### src/rtl/muldiv_iter_if.sv
// Request/response bundle for the iterative multiply/divide unit.
// Handshake: a transfer happens on a rising edge where valid && ready are both high;
// valid is never gated by ready, and payload must stay stable while valid && !ready.
interface muldiv_iter_if;
  logic        in_valid;
  logic        in_ready;
  logic [4:0]  opcode;
  logic [31:0] operator_1_c;
  logic [31:0] operator_2_c;
  logic        neg_1;
  logic        neg_2;
  logic        flush;
  logic        out_valid;
  logic        out_ready;
  logic [31:0] result;
  logic        busy;
  logic [1:0]  dbg_state;

  modport master (
    output in_valid, opcode, operator_1_c, operator_2_c, neg_1, neg_2, flush, out_ready,
    input  in_ready, out_valid, result, busy, dbg_state
  );

  modport slave (
    input  in_valid, opcode, operator_1_c, operator_2_c, neg_1, neg_2, flush, out_ready,
    output in_ready, out_valid, result, busy, dbg_state
  );
endinterface

### src/rtl/muldiv_iter.sv
// Iterative radix-2 multiply (shift-add) / divide (restoring) unit on signed magnitudes.
// Optional macro MULDIV_EARLY_OUT_EN: a zero second operand skips the iteration phase.
module muldiv_iter (
  input logic          clk,
  input logic          rst_n,
  muldiv_iter_if.slave bus
);

  typedef enum logic [1:0] {
    S_IDLE = 2'd0,
    S_CALC = 2'd1,
    S_FIX  = 2'd2,
    S_DONE = 2'd3
  } state_t;

  localparam logic [4:0] OP_MUL    = 5'b00010;
  localparam logic [4:0] OP_MULH   = 5'b00011;
  localparam logic [4:0] OP_MULHSU = 5'b00100;
  localparam logic [4:0] OP_MULHU  = 5'b00101;
  localparam logic [4:0] OP_DIV    = 5'b00110;
  localparam logic [4:0] OP_DIVU   = 5'b00111;
  localparam logic [4:0] OP_REM    = 5'b01000;
  localparam logic [4:0] OP_REMU   = 5'b01001;

  state_t      state_q, state_d;
  logic [5:0]  cnt_q, cnt_d;
  logic [4:0]  op_q, op_d;
  logic [31:0] op1_q, op1_d;
  logic [31:0] op2_q, op2_d;
  logic        neg1_q, neg1_d;
  logic        neg2_q, neg2_d;
  logic [63:0] prod_q, prod_d;
  logic [31:0] quo_q, quo_d;
  logic [31:0] rem_q, rem_d;
  logic [31:0] result_q, result_d;

  logic        accept;
  logic        in_is_mul, in_is_div;
  logic        q_is_mul;
  logic        early_out;
  logic [32:0] mul_sum;
  logic [32:0] rem_shift;
  logic        rem_ge;
  logic [31:0] rem_sub;
  logic        mul_neg;
  logic [63:0] prod_fix;
  logic [31:0] quo_fix;
  logic [31:0] rem_fix;
  logic [31:0] fix_result;

  assign accept = bus.in_valid && bus.in_ready;

  always_comb begin
    in_is_mul = 1'b0;
    in_is_div = 1'b0;
    case (bus.opcode)
      OP_MUL, OP_MULH, OP_MULHSU, OP_MULHU: in_is_mul = 1'b1;
      OP_DIV, OP_DIVU, OP_REM, OP_REMU:     in_is_div = 1'b1;
      default: ;
    endcase
  end

  assign q_is_mul = (op_q == OP_MUL) || (op_q == OP_MULH) ||
                    (op_q == OP_MULHSU) || (op_q == OP_MULHU);

`ifdef MULDIV_EARLY_OUT_EN
  assign early_out = (bus.operator_2_c == 32'd0);
`else
  assign early_out = 1'b0;
`endif

  // One shift-add step: the low half holds the unconsumed multiplier bits.
  assign mul_sum = {1'b0, prod_q[63:32]} + (prod_q[0] ? {1'b0, op1_q} : 33'd0);

  // One restoring step: the quotient register still holds the unconsumed dividend bits.
  assign rem_shift = {rem_q, quo_q[31]};
  assign rem_ge    = (rem_shift >= {1'b0, op2_q});
  assign rem_sub   = rem_shift[31:0] - op2_q;

  always_comb begin
    mul_neg = 1'b0;
    case (op_q)
      OP_MUL, OP_MULH: mul_neg = neg1_q ^ neg2_q;
      OP_MULHSU:       mul_neg = neg1_q;
      default:         mul_neg = 1'b0;
    endcase
  end

  assign prod_fix = mul_neg ? (64'd0 - prod_q) : prod_q;
  assign quo_fix  = ((op_q == OP_DIV) && (neg1_q ^ neg2_q) && (op2_q != 32'd0)) ?
                    (32'd0 - quo_q) : quo_q;
  assign rem_fix  = ((op_q == OP_REM) && neg1_q) ? (32'd0 - rem_q) : rem_q;

  always_comb begin
    fix_result = 32'd0;
    case (op_q)
      OP_MUL:                       fix_result = prod_fix[31:0];
      OP_MULH, OP_MULHSU, OP_MULHU: fix_result = prod_fix[63:32];
      OP_DIV, OP_DIVU:              fix_result = quo_fix;
      OP_REM, OP_REMU:              fix_result = rem_fix;
      default:                      fix_result = 32'd0;
    endcase
  end

  always_comb begin
    state_d  = state_q;
    cnt_d    = cnt_q;
    op_d     = op_q;
    op1_d    = op1_q;
    op2_d    = op2_q;
    neg1_d   = neg1_q;
    neg2_d   = neg2_q;
    prod_d   = prod_q;
    quo_d    = quo_q;
    rem_d    = rem_q;
    result_d = result_q;

    case (state_q)
      S_IDLE: begin
        if (accept) begin
          op_d   = bus.opcode;
          op1_d  = bus.operator_1_c;
          op2_d  = bus.operator_2_c;
          neg1_d = bus.neg_1;
          neg2_d = bus.neg_2;
          cnt_d  = 6'd0;
          if ((in_is_mul || in_is_div) && !early_out) begin
            state_d = S_CALC;
            prod_d  = {32'd0, bus.operator_2_c};
            quo_d   = bus.operator_1_c;
            rem_d   = 32'd0;
          end else begin
            // Preload the divide-by-zero outcome so FIX needs no special case.
            state_d = S_FIX;
            prod_d  = 64'd0;
            quo_d   = 32'hFFFF_FFFF;
            rem_d   = bus.operator_1_c;
          end
        end
      end
      S_CALC: begin
        cnt_d = cnt_q + 6'd1;
        if (q_is_mul) begin
          prod_d = {mul_sum, prod_q[31:1]};
        end else if (rem_ge) begin
          rem_d = rem_sub;
          quo_d = {quo_q[30:0], 1'b1};
        end else begin
          rem_d = rem_shift[31:0];
          quo_d = {quo_q[30:0], 1'b0};
        end
        if (cnt_q == 6'd31) begin
          state_d = S_FIX;
        end
      end
      S_FIX: begin
        result_d = fix_result;
        state_d  = S_DONE;
      end
      S_DONE: begin
        if (bus.out_ready) begin
          state_d = S_IDLE;
        end
      end
      default: state_d = S_IDLE;
    endcase

    // Abort wins over everything, including the result capture in FIX.
    if (bus.flush) begin
      state_d  = S_IDLE;
      result_d = result_q;
    end
  end

  always_ff @(posedge clk or negedge rst_n) begin
    if (!rst_n) begin
      state_q  <= S_IDLE;
      cnt_q    <= 6'd0;
      op_q     <= 5'd0;
      op1_q    <= 32'd0;
      op2_q    <= 32'd0;
      neg1_q   <= 1'b0;
      neg2_q   <= 1'b0;
      prod_q   <= 64'd0;
      quo_q    <= 32'd0;
      rem_q    <= 32'd0;
      result_q <= 32'd0;
    end else begin
      state_q  <= state_d;
      cnt_q    <= cnt_d;
      op_q     <= op_d;
      op1_q    <= op1_d;
      op2_q    <= op2_d;
      neg1_q   <= neg1_d;
      neg2_q   <= neg2_d;
      prod_q   <= prod_d;
      quo_q    <= quo_d;
      rem_q    <= rem_d;
      result_q <= result_d;
    end
  end

  assign bus.in_ready  = (state_q == S_IDLE) && !bus.flush;
  assign bus.busy      = (state_q != S_IDLE);
  assign bus.out_valid = (state_q == S_DONE);
  assign bus.result    = result_q;
  assign bus.dbg_state = state_q;

endmodule

### src/flat_wrapper.sv
// flat-port wrapper written by rule: the top's interface ports become plain ports
module muldiv_iter_flat 
  (clk, rst_n, bus_in_valid, bus_opcode, bus_operator_1_c, bus_operator_2_c, bus_neg_1, bus_neg_2, bus_flush, bus_out_ready, bus_in_ready, bus_out_valid, bus_result, bus_busy, bus_dbg_state);
  muldiv_iter_if bus_i ();
  input logic clk;
  input logic rst_n;
  input wire logic [$bits(bus_i.in_valid)-1:0] bus_in_valid;
  input wire logic [$bits(bus_i.opcode)-1:0] bus_opcode;
  input wire logic [$bits(bus_i.operator_1_c)-1:0] bus_operator_1_c;
  input wire logic [$bits(bus_i.operator_2_c)-1:0] bus_operator_2_c;
  input wire logic [$bits(bus_i.neg_1)-1:0] bus_neg_1;
  input wire logic [$bits(bus_i.neg_2)-1:0] bus_neg_2;
  input wire logic [$bits(bus_i.flush)-1:0] bus_flush;
  input wire logic [$bits(bus_i.out_ready)-1:0] bus_out_ready;
  output wire logic [$bits(bus_i.in_ready)-1:0] bus_in_ready;
  output wire logic [$bits(bus_i.out_valid)-1:0] bus_out_valid;
  output wire logic [$bits(bus_i.result)-1:0] bus_result;
  output wire logic [$bits(bus_i.busy)-1:0] bus_busy;
  output wire logic [$bits(bus_i.dbg_state)-1:0] bus_dbg_state;
  assign bus_i.in_valid = bus_in_valid;
  assign bus_i.opcode = bus_opcode;
  assign bus_i.operator_1_c = bus_operator_1_c;
  assign bus_i.operator_2_c = bus_operator_2_c;
  assign bus_i.neg_1 = bus_neg_1;
  assign bus_i.neg_2 = bus_neg_2;
  assign bus_i.flush = bus_flush;
  assign bus_i.out_ready = bus_out_ready;
  assign bus_in_ready = bus_i.in_ready;
  assign bus_out_valid = bus_i.out_valid;
  assign bus_result = bus_i.result;
  assign bus_busy = bus_i.busy;
  assign bus_dbg_state = bus_i.dbg_state;
  muldiv_iter u_core (.clk(clk), .rst_n(rst_n), .bus(bus_i));
endmodule
### config.mk
export PLATFORM = sky130hd
export DESIGN_NAME = muldiv_iter_flat
export DESIGN_NICKNAME = d
export VERILOG_FILES = /design/src/rtl/muldiv_iter_if.sv /design/src/rtl/muldiv_iter.sv /design/src/flat_wrapper.sv
export SDC_FILE = /design/constraint.sdc
export NUM_CORES = 1
export LEC_CHECK = 0
export CORE_MARGIN = 8
export CORE_UTILIZATION = 45
export CTS_CLUSTER_DIAMETER = 40
export DETAILED_ROUTE_END_ITERATION = 12
export HOLD_SLACK_MARGIN = 0.12
export PLACE_DENSITY = 0.61
export SLEW_MARGIN = 10
export SYNTH_ARGS = -nofsm -noshare
export SYNTH_HDL_FRONTEND = slang
export SYNTH_SLANG_ARGS = --single-unit
### constraint.sdc
create_clock -name clk -period 4.6 [get_ports clk]
set_input_delay 0.92 -clock clk [delete_from_list [all_inputs] [get_ports clk]]
set_output_delay 0.92 -clock clk [all_outputs]
set_load 0.02 [all_outputs]
; ---- After elaboration in Yosys (flattened, before gate mapping)
; Index checks and enable logic that the tools add are counted.
[totals]
reg_bits = 239
inputBits = 76
out_inout_bits = 37
[op_classes]
addsub = 6
magnitude_cmp = 1
n_eq_ne = 26
muxes = 30
n_bitwise = 2
reduce_logical = 26
[ops]
columns = operator, count
row1 = $mux W32, 11
row2 = $mux W64, 3
row3 = $pmux W32 S2, 2
row4 = $pmux W32 S4, 1
row5 = $pmux W64 S2, 1
row6 = $sub A1 B32 Y32 const A, 2
row7 = $sub A1 B64 Y64 const A, 1
row8 = $eq A5 B3 Y1 const B, 8
row9 = $add A32 B33 Y33, 1
row10 = $ge A33 B32 Y1, 1
row11 = $reduce_bool A32 Y1, 1
row12 = $sub A32 B32 Y32, 1
row13 = $eq A5 B2 Y1 const B, 4
row14 = $eq A5 B4 Y1 const B, 4
row15 = $pmux W6 S2, 1
row16 = $mux W2, 5
row17 = $reduce_and A3 Y1, 3
row18 = $pmux W2 S4, 1
row19 = $reduce_or A4 Y1, 2
row20 = $add A6 B1 Y6 const B, 1
row21 = $eq A6 B5 Y1 const B, 1
row22 = $mux W6, 1
row23 = $ne A3 B2 Y1 const B, 2
row24 = $reduce_and A2 Y1, 3
row25 = other kinds (16), 30

; ---- Depth between registers and ports, before layout
; Gate-level depths: netlist of the first run.
[depth]
word_depth = 8
mapped_depth = 15

; ---- Worst setup path before layout of the first run
; No wires, ideal clock.
[synth_timing]
path_type = reg-to-reg
from = register u_core.prod_q[0]
to = register u_core.prod_q[49]
arrival_ns = 3.054
required_time_ns = 4.517
setup_slack_ns = 1.463
path_stages_with_launch = 16
path_buffers = 2
period_less_slack_ns = 3.137
cell_sequence = dfrtp_1 -> clkbuf_1 -> clkbuf_1 -> and2_1 -> ha_1 -> inv_1 -> fa_1 -> nor2b_1 -> o21a_1 -> o21ai_0 -> a21oi_1 -> a21boi_0 -> o21ai_0 -> a31oi_1 -> xor2_1 -> o21ai_0
[synth_between]
elab_chain_len = 4
[synth_lines]
columns = element, line
row1 = start: declaration, muldiv_iter.sv:32  ; logic [63:0] prod_q, prod_d;
row2 = start signal: assignment, muldiv_iter.sv:196  ; prod_q <= prod_d;
row3 = $mux W32, muldiv_iter.sv:73  ; assign mul_sum = {1'b0, prod_q[63:32]} + (prod_q[0] ? {1'b0, op1_q} : 33'd0);
row4 = $add A32 B33 Y33, muldiv_iter.sv:73
row5 = $mux W64, muldiv_iter.sv:143  ; if (q_is_mul) begin
row6 = $pmux W64 S2, muldiv_iter.sv:118  ; case (state_q)
; Every way passes these cells. The select of a mux whose other input is x is not followed.
; A chain may end at the register's enable or synchronous reset.

; ---- Final worst setup path of the first run
[layout_timing]
from = register u_core.rem_q[3]
to = register u_core.rem_q[20]
[layout_between]
elab_chain_len = 4
elab_cells_between_ends = 5
classes_between = add/sub (1) / order compare (1) / mux (3)
[layout_lines]
columns = element, line
row1 = start: declaration, muldiv_iter.sv:34  ; logic [31:0] rem_q, rem_d;
row2 = start signal: assignment, muldiv_iter.sv:198  ; rem_q <= rem_d;
row3 = $sub A32 B32 Y32 or $ge A33 B32 Y1 (tied branches), "muldiv_iter.sv:78, muldiv_iter.sv:77"
row4 = $mux W32 *, muldiv_iter.sv:145  ; end else if (rem_ge) begin
row5 = $mux W32 *, muldiv_iter.sv:143
row6 = $pmux W32 S2 *, muldiv_iter.sv:118
; Mark *: on every way between the ends. The rest lies on a longest branch, timed or not. The select of a mux whose other input is x is not followed.

==> results of run 1 <==
==> cells in the mapped netlist (11+ instances only) <==
master / count
dfrtp_1: 239
o21ai_0: 207
a21oi_1: 179
nand2_1: 176
nor2_1: 116
xnor2_1: 109
clkbuf_1: 94
ha_1: 73
mux2_2: 71
inv_1: 70
xor2_1: 65
or3_1: 45
and3_1: 44
and2_1: 35
nor3_1: 35
o22ai_1: 31
a21o_1: 29
a22oi_1: 26
o31ai_1: 25
a31oi_1: 22
nand3_1: 22
nand2b_1: 20
mux2i_1: 18
nor4_1: 14
o41ai_1: 14
o221ai_1: 13
a221oi_1: 12
or4_1: 11
==> how the worst max path moves through the flow <==
| stage | endpoint | slack (ps) | cells after the start |
|---|---|---|---|
| 3_3_place_gp | u_core.rem_q[16] | 810 | 13 |
| 5_1_grt | u_core.prod_q[49] | 570 | 12 |
| 6_report | u_core.rem_q[20] | 860 | 10 |
| 4_1_cts | u_core.rem_q[16] | 870 | 13 |
| 3_5_place_dp | u_core.rem_q[29] | 820 | 8 |
| 2_1_floorplan | u_core.prod_q[49] | 1460 | 15 |
==> area by class of cell <==
type | instances | area [um^2] | share of cell area
sequential | 239 | 5980 | 0.293
multi-input combinational | 1566 | 10400 | 0.511
clock inverter | 32 | 369 | 0.0181
clock buffer | 56 | 1300 | 0.0638
inverter | 70 | 263 | 0.0129
timing repair buffer | 144 | 1420 | 0.0694
tap | 511 | 639 | 0.0313
==> logic make-up after synthesis <==
logic type,after synthesis
adder cells (fa/ha/maj),75
flip-flops,239
AND/OR/NAND/NOR,575
AO/OA/AOI/OAI,653
multiplexers,89
XOR/XNOR,174
buffers and inverters,172
==> cells in the final DEF (no fill, tap or decap), types with 8 or more instances in the layout <==
master,count
nor2b_1,9
o31ai_1,25
o211ai_1,8
xor2_1,65
a211oi_1,10
o21ai_1,9
o41ai_1,14
o22ai_1,31
nand4_1,9
or3_1,45
or4_1,11
and3_1,44
nor2_1,116
nand2b_1,20
mux2i_1,18
a31oi_1,22
o221ai_1,13
clkinv_4,10
xnor2_1,109
and2_1,34
clkdlybuf4s50_1,111
ha_1,72
nand3_1,22
o21a_1,9
nor4_1,13
or2_2,8
a21oi_1,179
mux2_2,71
nand2_1,175
clkbuf_16,49
dfrtp_1,239
a21o_1,28
inv_1,69
o21ai_0,207
buf_4,28
nor3_1,34
a221oi_1,12
a22oi_1,26
==> per-layer routing <==
metal / global-route usage / vias to the layer above
li1: - / 7423
met1: 0.365 / 7683
met2: 0.403 / 626
met3: 0.0450 / 117
met4: 0.119 / 0
met5: 0 / -
==> stage by stage <==
| stage | cell area, um^2 | total power [W] | hold slack [ps] | cells | util |
|---|---|---|---|---|---|
| 2_1_floorplan | 17000 | 0.00977 | 471 | 1977 | - |
| 4_1_cts | 20400 | 0.0162 | 480 | 2618 | 0.544 |
| 6_report | 20400 | 0.0163 | 448 | 2618 | 0.544 |
| 3_3_place_gp | 18700 | 0.0124 | 460 | 2530 | 0.500 |
| 5_1_grt | 20400 | 0.0173 | 506 | 2618 | 0.544 |
| 3_5_place_dp | 18700 | 0.0125 | 469 | 2530 | 0.500 |
==> report_power, final <==
group          switching, W  leakage [nW]  internal [W]
combinational       0.00504          4.86       0.00341
sequential          0.00129          3.04       0.00297
clock               0.00127         0.823       0.00233
total               0.00759          8.72       0.00870
==> worst max-delay path, stage by stage, from the launching register on <==
cell	delay (ps)
dfrtp_1	460
ha_1	400
a21o_1	200
a31o_2	220
o21ai_0	250
a31oi_1	230
a211oi_1	530
a21oi_1	330
nor2_1	630
o31ai_1	160
o22a_1	200
==> registers in the layout (all words and copies together), names as in the netlist <==
register	flops
u_core.op1_q	32
u_core.neg1_q	1
u_core.neg2_q	1
u_core.cnt_q	6
u_core.quo_q	32
u_core.op2_q	32
u_core.rem_q	32
u_core.bus.dbg_state	2
u_core.prod_q	64
u_core.op_q	5
u_core.bus.result	32
==> results.md, run 1 <==
* CP Max Fanout at 9
* Post-CTS Setup Bufs at 0
* Seq/Total Area, Yosys at 0.352
* CTS Buf Count at 47
* # rows at between 70 and 80
* CTS sink cnt at 239
* Final hold viol count at 0
* P per Cell Area at 799 mW/mm^2
* R2r worst-path depth at 10
* Top sig layer: met4
* Synth area leaders: dfrtp_1 (35%), o21ai_0 (6.1%), xnor2_1 (5.6%), ha_1 (5.4%), a21oi_1 (5.3%)
* EDFF count, synth at 0
* Routability cong. at 0.949
* Syn_nets at between 2,000 and 2,500
* Wire length per cell at 22.7 um
* HPWL after detailed placement at 44,800 um
* HP Class: in2async
* Largest family of logic cells by synthesized area: compound AO/OA/AOI/OAI gates
* DIE AREA at between 0.04 and 0.05 mm^2
* Worst EP required at 5040 ps
* Via density at 6.05
* Clk_lat worst skew at 590 ps
* Initial Util at 0.454
* Worst Setup SP: u_core.rem_q[3]
* Setup WS pre-CTS at slightly above 800 ps
* CTS tree: built
* Fraction of layout cells with a size suffix above 1 at 0.107
* Yosys warns at 0
* Compound-gate portion of the synthesized area at 0.236
* Multiplexer area fraction after synthesis at 0.0576
* Die W at 210 um
* Ports at 113
* Gr usage total at 0.264
* Max-cap check violation count at 0
* Crit path DAT at 4180 ps
* Layout Skew at 31.2 ps
* Simple-gate share of the synthesized area at 0.171
* Wire length on met2 at 26,100 um
* RR Startpoint: u_core.rem_q[3]
* Reg2reg end: u_core.rem_q[20]
* Setup tns final at 0 ps
* DIE HEIGHT at between 200 and 250 um
* Worst setup SP type: flop
* Ant diodes at 0
* Async SR Flop Fraction at 1.00
* Reg2reg setup slack at 860 ps
* Top cell type's share of synthesized area at 0.352
* Nets@finish at 2,219
* Via count at around 16,000
* Area grow syn2layout at 20.0%
* Met1 wire length at 26,200 um
* Slew @ Worst Pin at 1180 ps
* Cell area after synthesis at 0.0170 mm^2
* Leak Pwr at 8.72 nW
* Final worst slack at 865 ps
* DR pass1 iterations at 5
* Period utilization at 0.812
* First-pass GRT wire length at 91,400 um
* Htree depth at 2
* Core area at between 0.03 and 0.04 mm^2
* Dominant cell type by area after synthesis: dfrtp_1
* Rel. slew slack at 0.212
* Prevailing post-synth register cell: dfrtp_1
* Avg Cell Area, Syn at 8.60 um^2
* Minimum clock period at 3740 ps
* PortBufs at 112
* DR iter-0 viols at 1,358
* Fmax at 0.268 GHz
* PostCTS Resize Cnt at 0
* RSZ-0062 raised after global routing: false
* Remaining DRCs at 0
* Total wire length at 59,500 um
* #FFs+latches synth at around 240
* Fillers at 3,463
* # setup viols final at 0
* Synth Instances at 1,977
* Slew Viols, Final at 0
* Grt ovf at 0
* Hold_buf cts at 0
* Pin count of the biggest net entering global routing at 124
* Met3 wire length at approximately 4600 um
* Post-Synth XOR/XNOR Area at 0.0896
* Post-synth cell types at 78
* Crit path kind: reg2reg
* Final antenna-violating net count at 0
* Clk Tree Root Cell: clkbuf_16
* Adder and majority gate portion of the synthesized area at 0.0560
* Initial antenna violation count at 1
* Worst setup EP type: flop
* Outcome: complete, no violations
* Peak supply drop at 0.528 mV
* Clock Path Buffers at 3
* Vias in the first global route at 15,300
* Clk pin slew, worst setup/hold paths at 50 ps
Power figures use the tool's default switching activity.
==> run 2: changes to the inputs <==
==> constraint.sdc (replaced) <==
create_clock -name clk -period 3.7 [get_ports clk]
set_input_delay 0.74 -clock clk [delete_from_list [all_inputs] [get_ports clk]]
set_output_delay 0.74 -clock clk [all_outputs]
set_load 0.02 [all_outputs]
==> run 2 against run 1 <==
Effect of this change:
- worst setup slack worse by 640 ps
- cell count is 0.61% higher
- flip-flop and latch count stayed put
- non-clock buffer count is 24 higher
- utilization hardly changed
- clock-buffer cell count is 8 lower
- critical endpoint is now u_core.rem_q[16]
- die area stayed put
- worst hold slack worse by 290 ps
- routed wire length is 1.6% higher
- largest power group unchanged
- critical path depth is 3 higher
- combinational power is 27% higher
==> results.md, run 2 (synthesis results as in run 1) <==
* Die W at ~210 um
* Worst setup EP type: flop
* Commonest non-fill, non-tap cells in the layout: dfrtp_1 (238), o21ai_0 (207), a21oi_1 (179), nand2_1 (175), nor2_1 (116)
* Initial antenna violation count at 1
* DIE HEIGHT at 210 um
* Largest register by flop count: u_core.prod_q
* Minimum clock period at 3470 ps
* Gr usage total at 0.269
* Area occupied by registers at roughly 0.006 mm^2
* Final hold viol count at 0
* Grt ovf at 0
* Hold_buf cts at 0
* # setup viols final at 0
* Max-cap check violation count at 0
* Ports at 113
* Fillers at 3,527
* CTS Buf Count at 43
* P per Cell Area at 980 mW/mm^2
* Period utilization at 0.939
* Clock Path Buffers at 3
* Clk Tree Root Cell: clkbuf_16
* DR pass1 iterations at 5
* Max reg flops at 64
* Area grow syn2layout at 20.0%
* Leak Pwr at 8.73 nW
* CTS tree: built
* Nets@finish at around 2,200
* Via count at around 16,000
* Layout Skew at roughly 28 ps
* Slew @ Worst Pin at 1100 ps
* Clk pin slew, worst setup/hold paths at 60 ps
* Ant diodes at 0
* Pin count of the biggest net entering global routing at a little over 80
* Post-CTS Setup Bufs at 0
* Final Core Density at 0.545
* Setup tns final at 0 ps
* Via density at 6.05
* Worst EP required at roughly 4100 ps
* HPWL after detailed placement at 46,000 um
* Outcome: complete, no violations
* HP Class: in2async
* RSZ-0062 raised after global routing: false
* CP Max Fanout at 4
* Core area at around 0.037 mm^2
* Slew Viols, Final at 0
* Crit path DAT at 3910 ps
* Initial Util at 0.454
* Total wire length at a little over 60,000 um
* Peak supply drop at approximately 0.42 mV
* Final antenna-violating net count at 0
* First-pass GRT wire length at approximately 93,000 um
* DIE AREA at 0.0443 mm^2
* DR iter-0 viols at between 1,500 and 2,000
* CTS sink cnt at 239
* Clk_lat worst skew at approximately 580 ps
* Rel. slew slack at 0.263
* Crit path kind: reg2reg
* Multi-input combinational cell area at 0.0104 mm^2
* Worst setup SP type: flop
* Wire length per cell at between 20 and 25 um
* Fraction of layout cells with a size suffix above 1 at 0.113
* # rows at 71
* Commonest non-fill, non-tap cell in the layout: dfrtp_1
* PostCTS Resize Cnt at 0
* Htree depth at 2
* PortBufs at 112
* Remaining DRCs at 0
* Fmax at approximately 0.29 GHz
* Vias in the first global route at ~15,000
* Routability cong. at 0.969
==> run 2: changes by cell type in the layout (fill, tap and decap cells not counted), sizes merged <==
cell      change
buf          +24
clkbuf        -8
clkinvlp      +2
clkinv        -1
inv           -1
==> run 2: worst paths after layout <==
kind	start	endpoint	slack [ps]	cells past startpoint
setup / recovery	u_core.quo_q[31]	u_core.rem_q[16]	230	13
hold / removal	rst_n	u_core.prod_q[38]	160	1
setup reg to reg	u_core.quo_q[31]	u_core.rem_q[16]	230	13
hold reg to reg	u_core.bus.result[4]	u_core.bus.result[4]	480	2
max in group asynchronous	rst_n	u_core.prod_q[57]	2660	2
min in group clk	u_core.bus.result[4]	u_core.bus.result[4]	480	2
==> run 2: area by class of cell <==
type / count / area share
sequential: 239 / 0.293
clock inverter: 32 / 0.0189
multi-input combinational: 1566 / 0.511
tap: 511 / 0.0313
inverter: 70 / 0.0129
timing repair buffer: 168 / 0.0788
clock buffer: 48 / 0.0536
==> run 2: critical path, stage by stage (launching register included) <==
cell and delay [ps]:
dfrtp_1 370, inv_1 130, ha_1 190, inv_1 50, fa_1 400, a21o_1 210, a221oi_1 390, o22ai_1 220
a31o_2 330, a21o_1 190, a2111oi_0 440, nor3_1 170, a21oi_1 190, a21oi_1 90
==> run 2: per-layer routing <==
layer | up-vias | track usage | share of wire
met1 | 7733 | 0.367 | 0.44
met5 | - | 0 | 0.00022
met3 | 113 | 0.0466 | 0.075
met4 | 2 | 0.132 | 0.048
li1 | 7451 | - | -
met2 | 644 | 0.410 | 0.44
==> run 2: where the power goes <==
part	leakage [nW]	total, W	switching, W	internal, W
registers	3.04	0.00527	0.00158	0.00369
clock network	0.716	0.00407	0.00153	0.00254
logic	4.98	0.0107	0.00626	0.00439
==> run 2: per-stage QoR <==
| step | hold WS [ps] | total power [W] | setup WS (ps) | cells | instance area [um^2] |
|---|---|---|---|---|---|
| after floorplan | 444 | 0.0122 | 563 | 1977 | 17000 |
| after global placement | 462 | 0.0156 | 322 | 2554 | 18900 |
| after detailed placement | 472 | 0.0157 | 264 | 2554 | 18900 |
| after CTS | 162 | 0.0199 | 231 | 2634 | 20400 |
| after global routing | 193 | 0.0213 | 11.6 | 2634 | 20400 |
| final | 155 | 0.0200 | 226 | 2634 | 20400 |
